## src/rtl/pipe_stage_skid_pkg.sv

```systemverilog
`default_nettype none
// ============================================================================
// Module      : pipe_stage_skid_pkg
// Description : Shared core header for the pipeline stage registers. Holds
//               the payload width of each stage boundary, the per-slot
//               operation encoding and the occupancy-width helper.
// Revision    : 1.0 - initial release
// ============================================================================
package pipe_stage_skid_pkg;

    // Packed stage-bundle widths, one per core stage boundary
    localparam int PIPE_WIDTH_IF_ID = 64;   // pc + instruction
    localparam int PIPE_WIDTH_ID_EX = 148;  // pc + operands + immediate + control
    localparam int PIPE_WIDTH_EX_DM = 106;  // alu result + store data + control
    localparam int PIPE_WIDTH_DM_WB = 71;   // writeback value + rd + control

    // What a slot does with its main (M) and skid (K) entries this cycle
    typedef enum logic [2:0] {
        SLOT_IDLE   = 3'd0,  // nothing moves
        SLOT_LOAD_M = 3'd1,  // M empty, new word lands in M
        SLOT_PASS   = 3'd2,  // M drains and is refilled in the same cycle
        SLOT_LOAD_K = 3'd3,  // M stalled, new word parks in K
        SLOT_K_TO_M = 3'd4,  // M drains, parked word moves up from K
        SLOT_DRAIN  = 3'd5,  // M drains, nothing arrives
        SLOT_FLUSH  = 3'd6   // drop everything held
    } slot_op_e;

    // Bits needed to count up to 2*depth held entries
    function automatic int occ_width(input int depth);
        return $clog2(2 * depth + 1);
    endfunction

endpackage
`default_nettype wire

```

## src/rtl/pipe_stage_skid_slot.sv

```systemverilog
`default_nettype none
// ============================================================================
// Module      : pipe_skid_slot
// Description : One 2-entry skid slot (main entry M + skid entry K) with a
//               registered in_ready, synchronous flush and optional payload
//               clearing.
// Revision    : 1.0 - initial release
// ============================================================================
module pipe_skid_slot
    import pipe_stage_skid_pkg::*;
#(
    parameter int WIDTH      = 32,
    parameter bit CLEAR_DATA = 1'b1
) (
    input  logic             clk,
    input  logic             rst,
    input  logic             flush,
    input  logic             in_valid,
    output logic             in_ready,
    input  logic [WIDTH-1:0] in_data,
    output logic             out_valid,
    input  logic             out_ready,
    output logic [WIDTH-1:0] out_data,
    output logic [1:0]       occupancy
);

    logic             r_m_valid_q;
    logic             r_k_valid_q;
    logic             r_in_ready_q;
    logic [WIDTH-1:0] r_m_data_q;
    logic [WIDTH-1:0] r_k_data_q;

    logic             w_m_valid_d;
    logic             w_k_valid_d;
    logic             w_in_ready_d;
    logic [WIDTH-1:0] w_m_data_d;
    logic [WIDTH-1:0] w_k_data_d;

    logic             w_accept;
    logic             w_drain;
    slot_op_e         w_op;

    // Decide this cycle's slot operation from the two handshakes
    always_comb begin
        w_accept = in_valid & r_in_ready_q;
        w_drain  = r_m_valid_q & out_ready;
        w_op     = SLOT_IDLE;
        if (flush) begin
            w_op = SLOT_FLUSH;
        end else if (r_k_valid_q) begin
            // in_ready is low while K is full, so only a drain can happen
            if (w_drain) begin
                w_op = SLOT_K_TO_M;
            end
        end else if (w_accept) begin
            if (!r_m_valid_q) begin
                w_op = SLOT_LOAD_M;
            end else if (w_drain) begin
                w_op = SLOT_PASS;
            end else begin
                w_op = SLOT_LOAD_K;
            end
        end else if (w_drain) begin
            w_op = SLOT_DRAIN;
        end
    end

    // Next valid bits, payloads and in_ready for the chosen operation
    always_comb begin
        w_m_valid_d = r_m_valid_q;
        w_k_valid_d = r_k_valid_q;
        w_m_data_d  = r_m_data_q;
        w_k_data_d  = r_k_data_q;
        case (w_op)
            SLOT_LOAD_M, SLOT_PASS: begin
                w_m_valid_d = 1'b1;
                w_m_data_d  = in_data;
            end
            SLOT_LOAD_K: begin
                w_k_valid_d = 1'b1;
                w_k_data_d  = in_data;
            end
            SLOT_K_TO_M: begin
                w_m_valid_d = 1'b1;
                w_k_valid_d = 1'b0;
                w_m_data_d  = r_k_data_q;
            end
            SLOT_DRAIN: begin
                w_m_valid_d = 1'b0;
            end
            SLOT_FLUSH: begin
                w_m_valid_d = 1'b0;
                w_k_valid_d = 1'b0;
                if (CLEAR_DATA) begin
                    w_m_data_d = '0;
                    w_k_data_d = '0;
                end
            end
            default: begin
            end
        endcase
        // Registered ready: accept next cycle only if K will be free
        w_in_ready_d = ~w_k_valid_d;
    end

    // Control flops; in_ready stays low until the first edge after reset
    always_ff @(posedge clk or posedge rst) begin
        if (rst) begin
            r_m_valid_q  <= 1'b0;
            r_k_valid_q  <= 1'b0;
            r_in_ready_q <= 1'b0;
        end else begin
            r_m_valid_q  <= w_m_valid_d;
            r_k_valid_q  <= w_k_valid_d;
            r_in_ready_q <= w_in_ready_d;
        end
    end

    generate
        if (CLEAR_DATA) begin : g_clear_data
            // Payload flops cleared on reset
            always_ff @(posedge clk or posedge rst) begin
                if (rst) begin
                    r_m_data_q <= '0;
                    r_k_data_q <= '0;
                end else begin
                    r_m_data_q <= w_m_data_d;
                    r_k_data_q <= w_k_data_d;
                end
            end
        end else begin : g_keep_data
            // Payload flops without reset; stale contents are harmless behind valid
            always_ff @(posedge clk) begin
                r_m_data_q <= w_m_data_d;
                r_k_data_q <= w_k_data_d;
            end
        end
    endgenerate

    assign in_ready  = r_in_ready_q;
    assign out_valid = r_m_valid_q;
    assign out_data  = r_m_data_q;
    assign occupancy = {1'b0, r_m_valid_q} + {1'b0, r_k_valid_q};

endmodule
`default_nettype wire

```

## src/rtl/pipe_stage_skid.sv

```systemverilog
`default_nettype none
// ============================================================================
// Module      : pipe_stage_skid
// Description : Generic pipeline stage register. DEPTH chained 2-entry skid
//               slots carrying a WIDTH-bit payload with valid/ready, a
//               synchronous flush and a summed occupancy count.
// Revision    : 1.0 - initial release
// ============================================================================
module pipe_stage_skid
    import pipe_stage_skid_pkg::*;
#(
    parameter int WIDTH      = 32,
    parameter int DEPTH      = 1,
    parameter bit CLEAR_DATA = 1'b1
) (
    input  logic                             clk,
    input  logic                             rst,
    input  logic                             flush,
    input  logic                             in_valid,
    output logic                             in_ready,
    input  logic [WIDTH-1:0]                 in_data,
    output logic                             out_valid,
    input  logic                             out_ready,
    output logic [WIDTH-1:0]                 out_data,
    output logic [$clog2(2*DEPTH+1)-1:0]     occupancy
);

    localparam int c_occ_w = occ_width(DEPTH);

    // Handshake chain: index s is the input of slot s, index DEPTH the stage output
    logic [DEPTH:0]   w_valid;
    logic [DEPTH:0]   w_ready;
    logic [WIDTH-1:0] w_data [DEPTH+1];
    logic [1:0]       w_slot_occ [DEPTH];
    logic [c_occ_w-1:0] w_occ_sum;

    assign w_valid[0]     = in_valid;
    assign w_data[0]      = in_data;
    assign in_ready       = w_ready[0];
    assign w_ready[DEPTH] = out_ready;
    assign out_valid      = w_valid[DEPTH];
    assign out_data       = w_data[DEPTH];

    generate
        for (genvar s = 0; s < DEPTH; s++) begin : g_slot
            pipe_skid_slot #(
                .WIDTH      (WIDTH),
                .CLEAR_DATA (CLEAR_DATA)
            ) u_slot (
                .clk        (clk),
                .rst        (rst),
                .flush      (flush),
                .in_valid   (w_valid[s]),
                .in_ready   (w_ready[s]),
                .in_data    (w_data[s]),
                .out_valid  (w_valid[s+1]),
                .out_ready  (w_ready[s+1]),
                .out_data   (w_data[s+1]),
                .occupancy  (w_slot_occ[s])
            );
        end
    endgenerate

    // Total entries held: sum of every slot's valid bits (never exceeds 2*DEPTH)
    always_comb begin
        w_occ_sum = '0;
        for (int s = 0; s < DEPTH; s++) begin
            w_occ_sum = w_occ_sum + c_occ_w'(w_slot_occ[s]);
        end
    end

    assign occupancy = w_occ_sum;

endmodule
`default_nettype wire

```

## config.mk

```make
export PLATFORM = sky130hd
export DESIGN_NAME = pipe_stage_skid
export DESIGN_NICKNAME = d
export VERILOG_FILES = /design/src/rtl/pipe_stage_skid_pkg.sv /design/src/rtl/pipe_stage_skid_slot.sv /design/src/rtl/pipe_stage_skid.sv
export SDC_FILE = /design/constraint.sdc
export NUM_CORES = 1
export LEC_CHECK = 0
export CAP_MARGIN = 0
export CORE_MARGIN = 2
export CORE_UTILIZATION = 30
export DETAILED_ROUTE_END_ITERATION = 12
export PLACE_DENSITY = 0.63
export RECOVER_POWER = 100
export SYNTH_ARGS = -nofsm -noshare
export SYNTH_HDL_FRONTEND = slang
export SYNTH_SLANG_ARGS = --single-unit
```

## constraint.sdc

```tcl
create_clock -name clk -period 2.4 [get_ports clk]
set_input_delay 0.24 -clock clk [delete_from_list [all_inputs] [get_ports clk]]
set_output_delay 0.24 -clock clk [all_outputs]
set_load 0.005 [all_outputs]
```

==> qor.csv <==
stage,metric,value,unit
run_status,outcome,"complete, but fails checks",
run_status,violations,"capacitance limit, slew limit",
clock_network,postCtsHoldBufs,0,
timing,worst_slack,0.368,ns
floorplanning,die_h,105,microns
clock_network,clock_path_buffers,2,
detailed_routing,drt.antenna.violating_nets,0,
timing,timing.final.crit_share,84.7,%
timing,max_freq,492,MHz
setup_path,cp_max_fo,32,
clock_network,clockRootBuffer,clkbuf_8,
grt,grt_pass1_vias,2200,
timing,drv_slew,68,
timing,timing.setup.tns,0,ns
grt,antenna_found_initial,0,
worst_hold_path,hold_class,input pin to flip-flop,
flow_run,max-cap-violations,1,
timing,relSlewSlack,-11.8,%
finish,fin_nets,345,
finish,stdcell_area,4160,sq um
finish,antenna_cells,0,
timing,rsz0062_at_grt,false,
synth,synth_adder_area_share,0.405,%
clock_network,cts_tree,built,
finish,area_growth,34.5,%
clock_network,cts_buffers,9,
floorplanning,start_util,30.5,%
detailed_routing,drt-initial-drc-count,42,
power_and_ir_drop,p_leak,1.93,nW
detailed_routing,vias,2123,
synth,synth_mux_area_share,21.1,%
synth,synth_cell_types,23,
synth,syn_avg_cell_area,13.2,sq um
floorplanning,ios,73,
setup_path,crit_type,flip-flop to flip-flop,
synth,synthXorXnorAreaFrac,0,%
detailed_routing,drc_errors,0,
clock_network,cts_max_level,3,
finish,ff_latch_area,1680,sq um
detailed_routing,viasPerCell,4.74,
synth,synth-seq-area-share,54.3,%
synth,ys_seq_elements,67,
placement,place_hpwl,4.32,mm
timing,layout_min_cycle_time,2.03,ns
timing,setup_viol,0,
timing,tightestPinTransition,1.68,ns
floorplanning,coreArea,10100,sq um
grt,grt_pass1_wl,11.3,mm
detailed_routing,first_pass_iters,4,
placement,placedCellCount,432,
clock_network,clock_latency,0.33,ns
floorplanning,die-area,11100,sq um
finish,drive_above_1_share,21.2,%
clock_network,path_clk_slew,0.07,ns
synth,synth_top_family_by_area,multiplexers,
setup_path,crit_required,2.61,ns
synth,syn_inst,235,
detailed_routing,wl_per_cell,15.5,microns
detailed_routing,drt_wl_total,6.92,mm
clock_network,cts_resized,0,
finish,stdcell_count,448,
placement,place_ws,0.355,ns
grt,grt.total_usage,13.0,%
synth,syn-num-nets,273,
synth,ys.warnings.count,0,
placement,placed_area,3980,sq um
synth,synth_compound_area_share,12.5,%
setup_path,arrival,2.24,ns
synth,synth-simple-area-share,8.54,%
power_and_ir_drop,power_density,626,nW/um^2
timing,hold_violations,0,
finish,fill_cells,944,
setup_path,crit_path_start_kind,flip-flop,
power_and_ir_drop,vdd_drop_max,367,uV
timing,fin_skew,0.00618,ns
grt,grt_overflow,0,
floorplanning,fp.dieW,105,microns
clock_network,cts_num_sinks,67,
placement,port_buffers,72,
clock_network,cts_setup_buffers,0,
grt,grt_max_degree,68,
setup_path,end_kind,flip-flop,
placement,place.gp.congestion,0.725,
finish,multi_input_area,1330,sq um
synth,synth_area,3090,sq um
floorplanning,rows,37,
[flip-flops by register name (all words and copies together), names as in the netlist, named ones only]
register                  cells
g_slot.u_slot.out_valid       1
g_slot.u_slot.in_ready        1
g_slot.u_slot.out_data       32
g_slot.u_slot.r_k_data_q     32
[metal layers]
layer	vias up	routed length [microns]	GRT usage [%]
met5	-	0	0
met4	0	123	5.64
met3	10	330	3.40
met2	47	3190	20.3
met1	1064	3280	16.9
li1	1002	-	-
[area by class of cell]
type                    count  area share (%)
clock inverters             4            1.14
flip-flops and latches     67            40.3
well taps                 136            4.10
inverters                   3           0.271
clock buffers              12            3.97
multi-input cells         148            31.9
repair buffers             78            18.2
[worst paths after layout]
kind	from	to	slack, ns	depth (start not counted)
worst max-delay path	flip-flop	g_slot[0].u_slot.out_data[1]	0.37	4
worst min-delay path	flush	g_slot[0].u_slot.out_valid	0.19	2
worst max register to register	flip-flop	g_slot[0].u_slot.out_data[1]	0.37	4
worst min register to register	g_slot[0].u_slot.out_data[4]	g_slot[0].u_slot.out_data[4]	0.50	1
max in group asynchronous	rst	g_slot[0].u_slot.r_k_data_q[9]	0.61	3
min in group asynchronous	rst	g_slot[0].u_slot.out_data[3]	0.81	3
[cell usage in the layout (no fill, tap or decap)]
cell type / netlist / layout
buf_4: 0 / 4
bufinv_16: 0 / 1
clkbuf_2: 0 / 1
mux2_1: 20 / 20
clkbuf_4: 0 / 1
ha_1: 1 / 1
clkinv_2: 0 / 2
o21ai_0: 7 / 7
nand2_2: 0 / 1
clkinvlp_4: 0 / 1
dfrtp_1: 67 / 67
a211oi_1: 1 / 1
inv_1: 3 / 2
nand3b_1: 1 / 1
a21oi_1: 7 / 7
clkinv_1: 0 / 1
mux2_2: 38 / 38
and3b_1: 1 / 1
nor2b_1: 27 / 27
and4b_1: 1 / 1
clkbuf_8: 0 / 12
o21ai_4: 0 / 1
nor3b_4: 1 / 1
or3b_2: 1 / 1
clkdlybuf4s50_1: 0 / 35
nand3_1: 6 / 6
a31oi_4: 0 / 1
buf_2: 7 / 1
a22o_1: 32 / 32
dlygate4sd3_1: 0 / 36
a31oi_1: 1 / 1
[per-stage QoR]
step | power (mW) | utilization [%] | hold WS [ns]
2_1_floorplan | 1.44 | - | 0.352
3_3_place_gp | 1.68 | 39.2 | 0.492
3_5_place_dp | 1.69 | 39.2 | 0.496
4_1_cts | 2.68 | 41.3 | 0.178
5_1_grt | 2.73 | 41.0 | 0.203
6_report | 2.60 | 41.0 | 0.193
[cell usage after synthesis]
cell type / n / area share (%)
dfrtp_1: 67 / 54
mux2_2: 38 / 14
a22o_1: 32 / 9.1
nor2b_1: 27 / 5.5
mux2_1: 20 / 7.3
clkbuf_1: 8 / 0.97
a21oi_1: 7 / 1.1
buf_2: 7 / 1.1
o21ai_0: 7 / 1.1
nand3_1: 6 / 0.97
inv_1: 3 / 0.36
buf_6: 2 / 0.73
a211oi_1: 1 / 0.24
a31oi_1: 1 / 0.20
a31oi_2: 1 / 0.40
and3b_1: 1 / 0.28
and4b_1: 1 / 0.32
ha_1: 1 / 0.40
nand2_4: 1 / 0.36
nand3b_1: 1 / 0.24
nor3b_4: 1 / 0.61
o21ai_2: 1 / 0.28
or3b_2: 1 / 0.28
[cells by family (layout without fill, tap and decap cells)]
family | after synthesis | count (layout)
AOI/OAI and AO/OA | 50 | 50
buffers and inverters | 20 | 97
muxes | 58 | 58
adders and majority gates | 1 | 1
DFF | 67 | 67
and+or+nand+nor | 39 | 39
[worst max-delay path: stages (launching register included)]
cell	delay, ns
dfrtp_1	0.46
nand3b_1	0.37
o21ai_4	0.22
clkbuf_4	0.44
mux2_2	0.40
[power breakdown]
| group | total (mW) | internal, mW | switching [mW] | leakage [nW] |
|---|---|---|---|---|
| clock network | 0.978 | 0.562 | 0.416 | 0.108 |
| logic | 0.384 | 0.230 | 0.155 | 0.924 |
| registers | 1.24 | 1.20 | 0.0398 | 0.893 |
No activity file was read; power rests on OpenSTA's default activity.
